===== src/rtl/gray_fifo_ctrl_if.sv =====
// rtl/gray_fifo_ctrl_if.sv - handshake and RAM-control bundle for gray_fifo_ctrl
// Purpose: groups the producer/consumer requests and the pointer/flag outputs.
// Modports: master = controller side (takes requests, drives RAM strobes,
//           addresses, Gray pointers, flags); slave = producer/consumer/RAM side.
// Optional: GRAY_FIFO_CTRL_ERR_EN adds the sticky ovf_err/udf_err signals.
interface gray_fifo_ctrl_if #(
  parameter int AW = 4
);
  logic          wr_req;
  logic          rd_req;
  logic          wr_en;
  logic [AW-1:0] wr_addr;
  logic          rd_en;
  logic [AW-1:0] rd_addr;
  logic [AW:0]   wr_gray;
  logic [AW:0]   rd_gray;
  logic          full;
  logic          empty;
  logic [AW:0]   count;
`ifdef GRAY_FIFO_CTRL_ERR_EN
  logic          ovf_err;
  logic          udf_err;
`endif

  modport master (
    input  wr_req, rd_req,
    output wr_en, wr_addr, rd_en, rd_addr, wr_gray, rd_gray, full, empty, count
`ifdef GRAY_FIFO_CTRL_ERR_EN
    , output ovf_err, udf_err
`endif
  );

  modport slave (
    output wr_req, rd_req,
    input  wr_en, wr_addr, rd_en, rd_addr, wr_gray, rd_gray, full, empty, count
`ifdef GRAY_FIFO_CTRL_ERR_EN
    , input ovf_err, udf_err
`endif
  );
endinterface


===== src/rtl/gray_fifo_ctrl.sv =====
// rtl/gray_fifo_ctrl.sv - single-clock Gray-pointer FIFO controller for an external RAM
// Purpose: accepts push/pop requests, drives RAM write/read strobes and addresses,
//          keeps registered Gray pointers plus full/empty/count derived from them.
// Ports:   clk  - clock, all state on posedge
//          rst  - synchronous reset, active-high
//          bus  - gray_fifo_ctrl_if.master: wr_req/rd_req in; wr_en/wr_addr,
//                 rd_en/rd_addr, wr_gray/rd_gray, full/empty/count out
// Optional: GRAY_FIFO_CTRL_ERR_EN adds sticky ovf_err/udf_err on the bus.
module gray_fifo_ctrl #(
  parameter int AW = 4
) (
  input  logic              clk,
  input  logic              rst,
  gray_fifo_ctrl_if.master  bus
);

  logic [AW:0] wr_bin, rd_bin;
  logic [AW:0] wr_bin_nxt, rd_bin_nxt;
  logic [AW:0] wr_gray_q, rd_gray_q;
  logic [AW:0] wr_gray_nxt, rd_gray_nxt;
  logic [AW:0] count_q, count_nxt;
  logic        full_q, empty_q;
  logic        full_nxt, empty_nxt;
  logic        push_ok, pop_ok;

  always_comb begin
    // Acceptance uses only the registered flags, so a pop freeing a slot
    // cannot admit a push in the same cycle when full.
    push_ok     = bus.wr_req & ~full_q  & ~rst;
    pop_ok      = bus.rd_req & ~empty_q & ~rst;
    wr_bin_nxt  = wr_bin + {{AW{1'b0}}, push_ok};
    rd_bin_nxt  = rd_bin + {{AW{1'b0}}, pop_ok};
    wr_gray_nxt = wr_bin_nxt ^ (wr_bin_nxt >> 1);
    rd_gray_nxt = rd_bin_nxt ^ (rd_bin_nxt >> 1);
    empty_nxt   = (wr_gray_nxt == rd_gray_nxt);
    // Full in Gray space: top two bits inverted, the rest equal.
    full_nxt    = (wr_gray_nxt == {~rd_gray_nxt[AW:AW-1], rd_gray_nxt[AW-2:0]});
    count_nxt   = wr_bin_nxt - rd_bin_nxt;
  end

  always_ff @(posedge clk) begin
    if (rst) begin
      wr_bin    <= '0;
      rd_bin    <= '0;
      wr_gray_q <= '0;
      rd_gray_q <= '0;
      count_q   <= '0;
      full_q    <= 1'b0;
      empty_q   <= 1'b1;
    end else begin
      wr_bin    <= wr_bin_nxt;
      rd_bin    <= rd_bin_nxt;
      wr_gray_q <= wr_gray_nxt;
      rd_gray_q <= rd_gray_nxt;
      count_q   <= count_nxt;
      full_q    <= full_nxt;
      empty_q   <= empty_nxt;
    end
  end

  assign bus.wr_en   = push_ok;
  assign bus.rd_en   = pop_ok;
  assign bus.wr_addr = wr_bin[AW-1:0];
  assign bus.rd_addr = rd_bin[AW-1:0];
  assign bus.wr_gray = wr_gray_q;
  assign bus.rd_gray = rd_gray_q;
  assign bus.full    = full_q;
  assign bus.empty   = empty_q;
  assign bus.count   = count_q;

`ifdef GRAY_FIFO_CTRL_ERR_EN
  logic ovf_q, udf_q;

  always_ff @(posedge clk) begin
    if (rst) begin
      ovf_q <= 1'b0;
      udf_q <= 1'b0;
    end else begin
      if (bus.wr_req & full_q)  ovf_q <= 1'b1;
      if (bus.rd_req & empty_q) udf_q <= 1'b1;
    end
  end

  assign bus.ovf_err = ovf_q;
  assign bus.udf_err = udf_q;
`endif

endmodule

===== src/flat_wrapper.sv =====
// flat-port wrapper written by rule: the top's interface ports become plain ports
module gray_fifo_ctrl_flat 
#(
  parameter int AW = 4
)
  (clk, rst, bus_wr_req, bus_rd_req, bus_wr_en, bus_wr_addr, bus_rd_en, bus_rd_addr, bus_wr_gray, bus_rd_gray, bus_full, bus_empty, bus_count);
  gray_fifo_ctrl_if #(.AW(AW)) bus_i ();
  input  logic clk;
  input  logic rst;
  input wire logic [$bits(bus_i.wr_req)-1:0] bus_wr_req;
  input wire logic [$bits(bus_i.rd_req)-1:0] bus_rd_req;
  output wire logic [$bits(bus_i.wr_en)-1:0] bus_wr_en;
  output wire logic [$bits(bus_i.wr_addr)-1:0] bus_wr_addr;
  output wire logic [$bits(bus_i.rd_en)-1:0] bus_rd_en;
  output wire logic [$bits(bus_i.rd_addr)-1:0] bus_rd_addr;
  output wire logic [$bits(bus_i.wr_gray)-1:0] bus_wr_gray;
  output wire logic [$bits(bus_i.rd_gray)-1:0] bus_rd_gray;
  output wire logic [$bits(bus_i.full)-1:0] bus_full;
  output wire logic [$bits(bus_i.empty)-1:0] bus_empty;
  output wire logic [$bits(bus_i.count)-1:0] bus_count;
  assign bus_i.wr_req = bus_wr_req;
  assign bus_i.rd_req = bus_rd_req;
  assign bus_wr_en = bus_i.wr_en;
  assign bus_wr_addr = bus_i.wr_addr;
  assign bus_rd_en = bus_i.rd_en;
  assign bus_rd_addr = bus_i.rd_addr;
  assign bus_wr_gray = bus_i.wr_gray;
  assign bus_rd_gray = bus_i.rd_gray;
  assign bus_full = bus_i.full;
  assign bus_empty = bus_i.empty;
  assign bus_count = bus_i.count;
  gray_fifo_ctrl #(.AW(AW)) u_core (.clk(clk), .rst(rst), .bus(bus_i));
endmodule

===== config.mk =====
export PLATFORM = sky130hd
export DESIGN_NAME = gray_fifo_ctrl_flat
export DESIGN_NICKNAME = d
export VERILOG_FILES = /design/src/rtl/gray_fifo_ctrl_if.sv /design/src/rtl/gray_fifo_ctrl.sv /design/src/flat_wrapper.sv
export SDC_FILE = /design/constraint.sdc
export NUM_CORES = 1
export LEC_CHECK = 0
export BUFFER_PORTS_ARGS = -buffer_cell sky130_fd_sc_hd__buf_2
export CORE_ASPECT_RATIO = 1.1
export CORE_MARGIN = 3
export CORE_UTILIZATION = 41
export DETAILED_ROUTE_END_ITERATION = 10
export MAX_ROUTING_LAYER = met4
export PLACE_DENSITY_LB_ADDON = 0.12
export SKIP_CTS_REPAIR_TIMING = 1
export SLEW_MARGIN = 20
export SYNTH_ARGS = -nofsm -noshare
export SYNTH_HDL_FRONTEND = slang
export SYNTH_SLANG_ARGS = --single-unit

===== constraint.sdc =====
create_clock -name clk -period 3.3 [get_ports clk]
set_clock_uncertainty 0.15 [all_clocks]
set_input_delay 0.66 -clock clk [delete_from_list [all_inputs] [get_ports clk]]
set_output_delay 0.66 -clock clk [all_outputs]
set_load 0.05 [all_outputs]

==> metrics.md <==
| Metric | Value |
|---|---|
| Drt drc | 0 |
| Cell count after synthesis | a little over 100 |
| Htree depth | 1 |
| Crit path cell chain | buf_2, nor3b_4, ha_4, ha_4, fa_2, maj3_2, maj3_2, xor2_1, nor2_1 |
| R2R depth | 9 |
| Final Slew Violations | 0 |
| Required time worst endpoint | 3.38 ns |
| Drt initial violations | 15 |
| First-pass GRT wire length | approximately 3.2 mm |
| Layout Area Growth over Synthesis | 24.9% |
| PwrDens | between 400 and 500 mW/mm2 |
| Yosys top cell area share | 0.448 |
| Rows | 19 |
| Crit path to | u_core.bus.count[4]$_SDFF_PP0_ |
| Vias | between 700 and 800 |
| Routed vias/inst | 4.56 |
| Largest family of logic cells by synthesized area | XOR/XNOR gates |
| TritonCTS buffer count | 3 |
| Final worst-path cycle share | 0.796 |
| # setup viols final | 0 |
| Worst r2r src | u_core.bus.full$_SDFF_PP0_ |
| Synth Area in Adders | 0.126 |
| Mux contribution to synthesized area | 0 |
| Flops & latches, synth | 25 |
| Worst hold path class | in -> reg |
| Nets | between 100 and 150 |
| CTS Sinks | 25 |
| RSZ-0062 raised after global routing | false |
| Final hold viol count | 0 |
| Commonest non-fill, non-tap cell in the layout | buf_2 |
| Die height | slightly above 60 um |
| Initial antenna violation count | 0 |
| Maxcap violations | 0 |
| Max frequency | approximately 0.38 GHz |
| Commonest non-fill, non-tap cells in the layout | buf_2 (30), dfxtp_1 (25), nor2_1 (21), xnor2_1 (11), xor2_1 (5) |
| Layout cells sized above 1 | 0.418 |
| Die area | between 0.003 and 0.004 mm2 |
| Setup TNS | 0 ns |
| Die width | 55.7 um |
| # IOs | 31 |
| Worst setup margin | ~0.67 ns |
| Core area | roughly 0.0025 mm2 |
| GPL Wtd Cong | just under 0.8 |
| Yosys cell types | 24 |
| Post-Synth Simple-Gate Area | 0.149 |
| CP max-delay cell | fa_2 |
| HPWL after DPL | around 1.5 mm |
| Seq/Total Area, Yosys | 0.448 |
| Status | complete, no violations |
| Crit Path Category | in -> reg |
| Grt ovf | 0 |
| Avg WL per Cell | 11.6 um |
| Syn avg cell area | 11.1 um2 |
| Root buffer cell | clkbuf_4 |
| Startpoint class of the critical path | input pin |
| Mapped Area | around 0.0011 mm2 |
| # diodes | 0 |
| R2R Setup Slk | around 0.8 ns |
| Antenna viol nets, final | 0 |
| FF-to-FF End | u_core.bus.count[4]$_SDFF_PP0_ |
| Largest net degree at the start of global routing | 15 |
| CP arrival | roughly 2.7 ns |
| Yosys top cell by area | dfxtp_1 |
| Gr usage total | 0.123 |
| Worst Setup End Kind | register |
| CTS clk-pin slew, worst paths | around 0.14 ns |
| Worst hold stages | 2 |
| Largest stage delay on the critical path | roughly 0.37 ns |
| Slew margin rel. | 0.715 |
| Leak | between 0.6 and 0.7 nW |
| Clock Latency Late Sink | 0.32 ns |
| Total Wirelength | 1.92 mm |
| Vias in the first global route | about 750 |
| Worst VDD drop | approximately 0.26 mV |
| TritonCTS clock tree | built |
| Worst Path Max Fanout | 5 |
| Minimum clock period | about 2.6 ns |
| Worst-margin pin slew | ~0.43 ns |
| Worst Hold Launch | rst |
| Worst setup path start | rst |
| Area contributors post-synth | dfxtp_1 (45%), xnor2_1 (8.6%), ha_1 (7.8%) |
| PortBufs | 30 |
| Compound-Gate Fraction of Synth Area | 0.0123 |
| XOR/XNOR share of the synthesized area | 0.223 |
| Setup WS pre-CTS | about 0.29 ns |
| Initial Util | 0.439 |
| First-pass DRT Iterations | 4 |
| Synth warn | 0 |
| CTS max path bufs | 2 |
| Mapped Nets | about 110 |
[worst max-delay path: cells and delay by family]
kind	cells	cell delay [ns]
adders and majority gates	5	1.44
xor gates and xnor gates	1	0.13
buffers and inverters	1	0.15
and+or+nand+nor	2	0.34
[layout make-up]
| class | instances | area [um2] |
|---|---|---|
| fillers | 233 | 1150 |
| multi-input cells | 69 | 647 |
| flip-flops and latches | 25 | 500 |
| repair buffers | 32 | 165 |
| well taps | 31 | 38.8 |
| clock buffers | 3 | 22.5 |
| inverters | 4 | 15.0 |
| clock inverters | 1 | 5.00 |
[state kept, by name, indices dropped and copies added (netlist names)]
signal and cells:
u_core.bus.count 5, u_core.bus.empty 1, u_core.bus.full 1, u_core.bus.rd_gray 5, u_core.bus.wr_gray 5, u_core.rd_bin 4
u_core.wr_bin 4
[worst min-delay path by stage]
stage | endpoint | slack [ns]
floorplan | u_core.rd_bin[3]$_SDFF_PP0_ | 0.72
finish | u_core.rd_bin[1]$_SDFF_PP0_ | 0.45
CTS | u_core.rd_bin[1]$_SDFF_PP0_ | 0.44
detailed placement | u_core.bus.rd_gray[4]$_SDFF_PP0_ | 0.50
global placement | u_core.bus.wr_gray[4]$_SDFF_PP0_ | 0.47
global route | u_core.rd_bin[1]$_SDFF_PP0_ | 0.43
[cell families (layout without fill, tap and decap cells)]
group / count (synthesis) / in the layout
adders and majority gates: 11 / 11
and+or+nand+nor: 34 / 34
AOI/OAI and AO/OA: 2 / 2
xor gates and xnor gates: 22 / 22
DFF: 25 / 25
buffers and inverters: 7 / 40
[report_power, final]
part	total, mW	internal, mW	switching (mW)
combinational	0.128	0.0419	0.0861
sequential	0.320	0.314	0.00591
clock	0.138	0.0454	0.0927
[metal layers]
metal / vias up / GRT usage / wire length [um]
met3: 2 / 0.0255 / 96
li1: 384 / - / -
met5: - / - / 0
met1: 351 / 0.137 / 840
met2: 16 / 0.213 / 963
met4: 0 / 0.0625 / 21
[synthesized netlist by cell type (all sizes together)]
cell type and count:
a21oi 1, a31o 1, and2 1, clkbuf 3, dfxtp 25, fa 1, ha 7, inv 4
maj3 3, nand2 1, nand3 4, nor2 21, nor2b 2, nor3 3, nor3b 2, xnor2 13
xor2 9
[per-stage QoR]
step / hold slack [ns] / std cells / power (mW) / utilization / cell area, um2
finish: 0.453 / 165 / 0.586 / 0.548 / 1390
global placement: 0.469 / 161 / 0.456 / 0.537 / 1370
global route: 0.432 / 165 / 0.618 / 0.548 / 1390
floorplan: 0.722 / 101 / 0.433 / - / 1190
CTS: 0.439 / 165 / 0.596 / 0.548 / 1390
detailed placement: 0.495 / 161 / 0.456 / 0.537 / 1370
No activity file was read; power rests on OpenSTA's default activity.
